### config.mk
export PLATFORM = sky130hd
export DESIGN_NAME = mni_out_arb_flat
export DESIGN_NICKNAME = d
export VERILOG_FILES = /design/src/rtl/mni_out_arb_if.sv /design/src/rtl/mni_out_arb.sv /design/src/flat_wrapper.sv
export SDC_FILE = /design/constraint.sdc
export NUM_CORES = 1
export LEC_CHECK = 0
export BUFFER_PORTS_ARGS = -buffer_cell sky130_fd_sc_hd__buf_4
export CAP_MARGIN = 5
export CELL_PAD_IN_SITES_DETAIL_PLACEMENT = 0
export CELL_PAD_IN_SITES_GLOBAL_PLACEMENT = 1
export CORE_MARGIN = 3
export CORE_UTILIZATION = 32
export CTS_CLUSTER_DIAMETER = 120
export DETAILED_ROUTE_END_ITERATION = 16
export GPL_ROUTABILITY_DRIVEN = 0
export PLACE_DENSITY_LB_ADDON = 0.25
export SLEW_MARGIN = 5
export SYNTH_ARGS = -nofsm -noshare
export SYNTH_HDL_FRONTEND = slang
export SYNTH_SLANG_ARGS = --single-unit
### constraint.sdc
create_clock -name clk_ni -period 4.8 [get_ports clk_ni]
set_input_delay 0 -clock clk_ni [delete_from_list [all_inputs] [get_ports clk_ni]]
set_output_delay 0 -clock clk_ni [all_outputs]
set_load 0.01 [all_outputs]
### src/rtl/mni_out_arb_if.sv
// Flit handshake bundle between the packet sources, the output arbiter and the
// MNI network output port.
//   i_req_valid/i_req_data/i_req_last : per-requester flit stream (requester k
//                                       uses i_req_data[k*DW +: DW])
//   o_req_stall                       : per-requester back-pressure
//   o_out_valid/o_out_data/o_out_last : arbitrated flit stream to the network
//   i_out_stall                       : network back-pressure
// Modports: master = sources + network side, slave = arbiter.
interface mni_out_arb_if #(
  parameter int unsigned N_REQ = 3,
  parameter int unsigned DW    = 16
);
  logic [N_REQ-1:0]    i_req_valid;
  logic [N_REQ*DW-1:0] i_req_data;
  logic [N_REQ-1:0]    i_req_last;
  logic [N_REQ-1:0]    o_req_stall;
  logic                o_out_valid;
  logic [DW-1:0]       o_out_data;
  logic                o_out_last;
  logic                i_out_stall;

  modport master (
    output i_req_valid, i_req_data, i_req_last, i_out_stall,
    input  o_req_stall, o_out_valid, o_out_data, o_out_last
  );

  modport slave (
    input  i_req_valid, i_req_data, i_req_last, i_out_stall,
    output o_req_stall, o_out_valid, o_out_data, o_out_last
  );
endinterface

### src/rtl/mni_out_arb.sv
// Round-robin packet arbiter for the MNI network output port. Shares one flit
// stream among N_REQ sources (index 0 = L2C writeback path), holding the grant
// for a whole packet. Packets longer than MAX_FLITS are cut and flagged.
// Ports:
//   clk_ni        NI clock, rising edge
//   rst_ni        asynchronous active-low reset
//   bus           flit handshake bundle (slave side)
//   o_grant       one-hot current owner, zero when idle
//   o_err_overlen sticky overlong-packet flag
//   i_err_clr     clears o_err_overlen (a simultaneous cut wins)
module mni_out_arb #(
  parameter int unsigned N_REQ     = 3,
  parameter int unsigned DW        = 16,
  parameter int unsigned MAX_FLITS = 36
) (
  input  logic             clk_ni,
  input  logic             rst_ni,
  mni_out_arb_if.slave     bus,
  output logic [N_REQ-1:0] o_grant,
  output logic             o_err_overlen,
  input  logic             i_err_clr
);
  localparam int unsigned IW = (N_REQ > 1) ? $clog2(N_REQ) : 1;
  localparam int unsigned CW = $clog2(MAX_FLITS);

  typedef enum logic {IDLE, BUSY} state_t;

  state_t           state;
  logic [N_REQ-1:0] grant;
  logic [IW-1:0]    gidx;
  logic [IW-1:0]    rr_ptr;
  logic [CW-1:0]    cnt;
  logic             err;

  logic [IW-1:0]    pick;
  logic             any_req;
  logic             busy;
  logic             own_valid;
  logic             own_last;
  logic [DW-1:0]    own_data;
  logic             cut;
  logic             out_valid;
  logic             out_last;
  logic             accept;
  logic [N_REQ-1:0] stall;

  // First valid requester at or after rr_ptr, scanning cyclically.
  always_comb begin
    int unsigned k;
    k       = 0;
    pick    = '0;
    any_req = 1'b0;
    for (int unsigned i = 0; i < N_REQ; i++) begin
      k = (32'(rr_ptr) + i) % N_REQ;
      if (!any_req && bus.i_req_valid[k]) begin
        any_req = 1'b1;
        pick    = IW'(k);
      end
    end
  end

  // Data path is combinational from the owner to the network and back.
  always_comb begin
    busy      = (state == BUSY);
    own_valid = bus.i_req_valid[gidx];
    own_last  = bus.i_req_last[gidx];
    own_data  = bus.i_req_data[gidx*DW +: DW];
    cut       = (cnt == CW'(MAX_FLITS - 1));
    out_valid = busy & own_valid;
    out_last  = out_valid & (own_last | cut);
    accept    = out_valid & ~bus.i_out_stall;
    stall     = '1;
    if (busy) stall[gidx] = bus.i_out_stall;
  end

  assign bus.o_out_valid = out_valid;
  assign bus.o_out_last  = out_last;
  assign bus.o_out_data  = busy ? own_data : '0;
  assign bus.o_req_stall = stall;
  assign o_grant         = grant;
  assign o_err_overlen   = err;

  always_ff @(posedge clk_ni or negedge rst_ni) begin
    if (!rst_ni) begin
      state  <= IDLE;
      grant  <= '0;
      gidx   <= '0;
      rr_ptr <= '0;
      cnt    <= '0;
      err    <= 1'b0;
    end else begin
      // A cut accept sets the flag even if a clear arrives in the same cycle.
      if (accept && cut && !own_last) err <= 1'b1;
      else if (i_err_clr)             err <= 1'b0;

      case (state)
        IDLE: begin
          if (any_req) begin
            state <= BUSY;
            grant <= N_REQ'(1) << pick;
            gidx  <= pick;
            cnt   <= '0;
          end
        end
        BUSY: begin
          if (accept) begin
            if (out_last) begin
              state  <= IDLE;
              grant  <= '0;
              cnt    <= '0;
              rr_ptr <= (gidx == IW'(N_REQ - 1)) ? '0 : gidx + 1'b1;
            end else begin
              cnt <= cnt + 1'b1;
            end
          end
        end
        default: state <= IDLE;
      endcase
    end
  end
endmodule

### src/flat_wrapper.sv
// flat-port wrapper written by rule: the top's interface ports become plain ports
module mni_out_arb_flat 
#(
  parameter int unsigned N_REQ     = 3,
  parameter int unsigned DW        = 16,
  parameter int unsigned MAX_FLITS = 36
)
  (clk_ni, rst_ni, o_grant, o_err_overlen, i_err_clr, bus_i_req_valid, bus_i_req_data, bus_i_req_last, bus_i_out_stall, bus_o_req_stall, bus_o_out_valid, bus_o_out_data, bus_o_out_last);
  mni_out_arb_if #(.N_REQ(N_REQ), .DW(DW)) bus_i ();
  input  logic clk_ni;
  input  logic rst_ni;
  output logic [N_REQ-1:0] o_grant;
  output logic o_err_overlen;
  input  logic i_err_clr;
  input wire logic [$bits(bus_i.i_req_valid)-1:0] bus_i_req_valid;
  input wire logic [$bits(bus_i.i_req_data)-1:0] bus_i_req_data;
  input wire logic [$bits(bus_i.i_req_last)-1:0] bus_i_req_last;
  input wire logic [$bits(bus_i.i_out_stall)-1:0] bus_i_out_stall;
  output wire logic [$bits(bus_i.o_req_stall)-1:0] bus_o_req_stall;
  output wire logic [$bits(bus_i.o_out_valid)-1:0] bus_o_out_valid;
  output wire logic [$bits(bus_i.o_out_data)-1:0] bus_o_out_data;
  output wire logic [$bits(bus_i.o_out_last)-1:0] bus_o_out_last;
  assign bus_i.i_req_valid = bus_i_req_valid;
  assign bus_i.i_req_data = bus_i_req_data;
  assign bus_i.i_req_last = bus_i_req_last;
  assign bus_i.i_out_stall = bus_i_out_stall;
  assign bus_o_req_stall = bus_i.o_req_stall;
  assign bus_o_out_valid = bus_i.o_out_valid;
  assign bus_o_out_data = bus_i.o_out_data;
  assign bus_o_out_last = bus_i.o_out_last;
  mni_out_arb #(.N_REQ(N_REQ), .DW(DW), .MAX_FLITS(MAX_FLITS)) u_core (.clk_ni(clk_ni), .rst_ni(rst_ni), .bus(bus_i), .o_grant(o_grant), .o_err_overlen(o_err_overlen), .i_err_clr(i_err_clr));
endmodule
# Word level (Yosys, flattened, before mapping)
# Index checks and enable logic that the tools add are counted.
dict set report totals {
  register_bits 15
  out_inout_bits 25
  input_bits 58
}
dict set report classes {
  bitwise_logic 8
  order_cmp 5
  n_mux 35
  div 3
  n_reduce_logical 13
  shift 2
  eq_ne 5
  addsub 4
}
# operator n
set ops {}
lappend ops {{$lt A32 B3 Y1 const B} 3}
lappend ops {{$mod A32 B2 Y32 const B} 2}
lappend ops {{$shiftx A48 B7 Y16} 1}
lappend ops {{$mod A2 B2 Y32 const B} 1}
lappend ops {{$mux W6} 3}
lappend ops {{$mux W16} 1}
lappend ops {{$mux W1} 14}
lappend ops {{$mux W3} 4}
lappend ops {{$pmux W6 S2} 1}
lappend ops {{$bmux W1 S2} 5}
lappend ops {{$mux W2} 4}
lappend ops {{$add A6 B1 Y6 const B} 1}
lappend ops {{$eq A6 B6 Y1 const B} 1}
lappend ops {{$pmux W3 S2} 1}
lappend ops {{$reduce_and A3 Y1} 2}
lappend ops {{$logic_and A1 B1 Y1} 5}
lappend ops {{$ne A2 B2 Y1 const B} 2}
lappend ops {{$reduce_and A2 Y1} 2}
lappend ops {{$add A2 B1 Y3 const B} 1}
lappend ops {{$add A2 B2 Y3 const B} 1}
lappend ops {{$and A1 B1 Y1} 3}
lappend ops {{$logic_not A1 Y1} 3}
lappend ops {{$lt A2 B3 Y1 const B} 1}
lappend ops {{$not A3 Y3} 1}
lappend ops {{other kinds (11)} 12}

# Longest topological paths before layout
dict set report depth {
  word_depth 13
  ltp_mapped 7
  ltp_nobuf 7
}

# Least setup slack after synthesis
# OpenSTA, ideal clock, no wires.
dict set report synth_timing {
  path_type {reg2reg}
  start {register u_core.cnt[0]}
  end {register u_core.cnt[5]}
  slack_ns 2.691
  path_buffers 0
  period_less_slack_ns 2.109
  path_stages_with_launch 6
  t_arrival_ns 2.031
  cell_sequence {dfrtp_1 -> ha_1 -> and4_1 -> or4b_1 -> or4_1 -> a21oi_1}
}
dict set report synth_between {
  elab_chain_cells 6
  word_cells_on_any_way 7
}
# element line_no
set synth_lines {}
lappend synth_lines {{start, declared} mni_out_arb.sv:32} ;# logic [CW-1:0] cnt;
lappend synth_lines {{start signal, assigned} mni_out_arb.sv:113} ;# cnt <= cnt + 1'b1;
lappend synth_lines {{parallel branches: the longest is 3 deep, another holds $add A6 B1 Y6} -}
lappend synth_lines {{$mux W6 (*)} mni_out_arb.sv:107} ;# if (out_last) begin
lappend synth_lines {{$mux W6 (*)} mni_out_arb.sv:106} ;# if (accept) begin
lappend synth_lines {{$pmux W6 S2 (*)} mni_out_arb.sv:96} ;# case (state)
# Mark *: on every way between the ends. The select of a mux whose other input is x is not followed.
# A chain may end at the register's enable or synchronous reset.

# Worst setup path in the final report
dict set report layout_timing {
  start {register u_core.gidx[0]}
  end {register u_core.cnt[5]}
}
dict set report layout_between {
  elab_chain_cells 7
  word_cells_on_any_way 13
}
# element line_no
set layout_lines {}
lappend layout_lines {{start, declared} mni_out_arb.sv:30} ;# logic [IW-1:0] gidx;
lappend layout_lines {{start signal, assigned} mni_out_arb.sv:101} ;# gidx <= pick;
lappend layout_lines {{$bmux W1 S2, on equally long branches} {mni_out_arb.sv:65, mni_out_arb.sv:66}}
lappend layout_lines {{$mux W1, on equally long branches} {mni_out_arb.sv:65, mni_out_arb.sv:66}}
lappend layout_lines {{$and A1 B1 Y1 / $or A1 B1 Y1 (equally long branches)} {mni_out_arb.sv:69, mni_out_arb.sv:70}}
lappend layout_lines {{$and A1 B1 Y1} mni_out_arb.sv:70} ;# out_last = out_valid & (own_last | cut);
lappend layout_lines {{$mux W6} mni_out_arb.sv:107}
lappend layout_lines {{$mux W6} mni_out_arb.sv:106}
lappend layout_lines {{$pmux W6 S2} mni_out_arb.sv:96}
# Several ways; a longest one is shown, not always the timed one. The select of a mux whose other input is x is not followed.

==> impl_metrics.env <==
export IMPL_synthToLayoutAreaGrowth_pct=51.26
export IMPL_static_leakage_power_nw=1.047
export IMPL_total_power_mw=1.094
export IMPL_yosysSeqAreaShare=0.2703
export IMPL_ys_seq_elements=15
export IMPL_die_w_um=71.88
export IMPL_timing_fmax_mhz=310.0
export IMPL_synth_area_mux_share=0.1676
export IMPL_start_kind="flip-flop"
export IMPL_synthesis_instances=184
export IMPL_yosysTopAreaCell="dfrtp_1"
export IMPL_synth_compound_gate_area_share=0.2108
export IMPL_cts_root_buffer="clkbuf_8"
export IMPL_synthesis_area_sq_mm=0.001389
export IMPL_ios=83
export IMPL_clock_path_buffers=2
export IMPL_worst_hold_slack_ns=0.08365
export IMPL_cts_buffers=3
export IMPL_sw_frac_of_total=0.4632
export IMPL_post_dp_hpwl_mm=3.350
export IMPL_regToRegStartpoint="u_core.gidx[0]"
export IMPL_wire_per_inst_um=13.46
export IMPL_clock_power_share=0.094
export IMPL_htreeDepth=1
export IMPL_path_clk_slew_ns=0.06
export IMPL_fin_area_sq_mm=0.002101
export IMPL_firstDrtPassIters=5
export IMPL_synthAdderAreaFrac=0.04505
export IMPL_grt_max_degree=25
export IMPL_cts_tree="yes"
export IMPL_tns_ns=0
export IMPL_grt_overflow_total=0
export IMPL_r2r_end="u_core.cnt[5]"
export IMPL_dr_total_vias=1610
export IMPL_antenna_found_initial=0
export IMPL_ir_worst_vdd_uv=197.0
export IMPL_worst_r2r_path_depth=6
export IMPL_port_buffers=82
export IMPL_worstPathRequired_ns=4.97
export IMPL_met1_length_mm=1.773
export IMPL_route_met3_wl_um=455
export IMPL_finClkSkew_ns=0.001941
export IMPL_placed_area_sq_mm=0.002036
export IMPL_hold_class="input port to flip-flop"
export IMPL_maxSlewViolCount=0
export IMPL_top_layer="met4"
export IMPL_internal_power_mw=0.5874
export IMPL_avgSynthCellArea_sq_um=7.548
export IMPL_drive_gt1_frac=0.3371
export IMPL_fin_ws_ns=1.574
export IMPL_clk_latency_ns=0.25
export IMPL_hold_end="u_core.cnt[1]"
export IMPL_cp_max_fo=24
export IMPL_rows=23
export IMPL_synth_warnings=0
export IMPL_syn_nets=247
export IMPL_cp_arrival_ns=3.40
export IMPL_ant_nets=0
export IMPL_regToRegSetupSlack_ns=1.57
export IMPL_hold_depth=4
export IMPL_setup_violations=0
export IMPL_drt_initial_drc_count=122
export IMPL_ys_top_cells_by_area="dfrtp_1 (27%), mux2i_1 (15%), nor2_1 (11%), a21oi_1 (7.2%), ha_1 (4.5%)"
export IMPL_clock_sinks=15
export IMPL_drt_total_wl_mm=4.225
export IMPL_die_area_sq_mm=0.005167
export IMPL_p_sw_mw=0.5069
export IMPL_drcViolationCount=0
export IMPL_worstSetupEndpointType="flip-flop"
export IMPL_wl_met2_mm=1.943
export IMPL_utilization=0.5141
export IMPL_period_needed_ns=3.226
export IMPL_outcome="complete, no violations"
export IMPL_core_sq_mm=0.004086
export IMPL_synthSimpleGateAreaFrac=0.2568
export IMPL_seqPwrFrac=0.233
export IMPL_vias_per_cell=5.127
export IMPL_max_slew_margin=0.2862
export IMPL_die_h_um=71.88
export IMPL_synth_xor_area_frac=0
export IMPL_powerDensity_mw_per_mm2=520.9
export IMPL_synth_top_family_by_area="simple AND/OR/NAND/NOR gates"
export IMPL_dp_cells=308
export IMPL_final_hold_violation_count=0
export IMPL_synth_top_area_frac=0.2703
export IMPL_grt_pass1_wl_mm=7.100
export IMPL_synthDistinctLibCells=36
export IMPL_grt_setup_unrepaired="no"
export IMPL_layoutNonFillerInstCount=314
export IMPL_tightest_slew_ns=1.071
export IMPL_cts_resized=0
export IMPL_max_cap_violations=0
export IMPL_track_usage=0.1691
export IMPL_combPwrFrac=0.673
export IMPL_grt_pass1_vias=1611
export IMPL_initial_core_util=0.3399
export IMPL_fin_nets=328
export IMPL_critical_path_class="flip-flop to flip-flop"
export IMPL_post_route_period_util=0.6720
export IMPL_pre_cts_ws_ns=1.566
export IMPL_worstHoldStart="bus_i_out_stall"
export IMPL_diodes=0
[metal layers]
metal  vias to the layer above  global-route usage
li1                        821                   -
met5                         -                   0
met3                         6             0.05049
met4                         0             0.04802
met1                       700              0.2189
met2                        83              0.2724
[Yosys cell counts, drive strengths merged]
cell type   n
o31ai       3
o22ai       5
nor3b       2
a22o        1
a21o        2
buf         4
o211ai      1
clkbuf      5
o21ai       8
or3         3
ha          5
o2111ai     1
and3        2
nor3        3
nand3b      2
or4b        1
o32a        1
mux2        2
dfrtp      15
o2bb2ai     2
o22a        1
o21bai      1
mux2i      21
inv         8
nand2      10
o311ai      1
and4        1
nand3       9
nor2b       1
or4         1
nand2b      3
nor2       39
a21oi      20
[worst max path at each step]
stage	to	start	cells after the start	slack, ns
CTS	u_core.cnt[5]	u_core.gidx[0]	6	1.57
finish	u_core.cnt[5]	u_core.gidx[0]	6	1.57
global placement	u_core.cnt[5]	u_core.gidx[0]	6	1.65
global route	u_core.cnt[5]	u_core.gidx[0]	6	1.40
detailed placement	u_core.cnt[5]	u_core.gidx[0]	6	1.57
floorplan	u_core.cnt[5]	u_core.cnt[0]	5	2.69
[kinds of logic (layout without fill, tap and decap cells)]
logic type      Yosys count  after routing
buf+inv                  17             97
flops                    15             15
mux                      23             23
simple gates             77             77
fa+ha+maj                 5              5
compound gates           47             47
[what timing repair did]
action / 4_1_cts / 5_1_grt
hold endpoints to repair: 16 / 0
buffers inserted: 0 / 0
hold buffers: 2 / 0
[power by group through the flow]
stage	registers, mW	clock network [mW]	logic (mW)
final	0.255	0.103	0.736
after global routing	0.270	0.110	0.824
after CTS	0.257	0.105	0.745
after detailed placement	0.259	0	0.740
after global placement	0.257	0	0.743
after floorplan	0.200	0	0.517
[cell type report]
cell class | instances | area (sq um)
clock buffers | 4 | 45.04
fillers | 433 | 1986
inverters | 8 | 30.03
multi-input cells | 152 | 944.7
flip-flops and latches | 15 | 375.4
well taps | 50 | 62.56
repair buffers | 85 | 643.1
[layout by cell type (no fill, tap or decap), drive strengths merged, types with 3 or more instances in the layout]
master  instances
clkbuf          4
mux2i          21
o21ai           8
inv             8
dfrtp          15
nand3           9
o22ai           5
nand2          10
nand2b          3
ha              5
or3             3
a21oi          20
nor3            3
buf            83
o31ai           3
nor2           39
[worst max-delay path: stages, from the launching register on]
cell	delay, ns
dfrtp_1	1.05
nor2b_1	0.32
buf_4	0.28
o2bb2ai_1	0.21
or4b_1	0.60
or4_1	0.53
a21oi_1	0.15
[state kept, by name, indices dropped and copies added, names as in the netlist]
name,cells
u_core.rr_ptr,2
u_core.o_grant,3
u_core.busy,1
u_core.o_err_overlen,1
u_core.gidx,2
u_core.cnt,6
No activity file was read; power rests on OpenSTA's default activity.
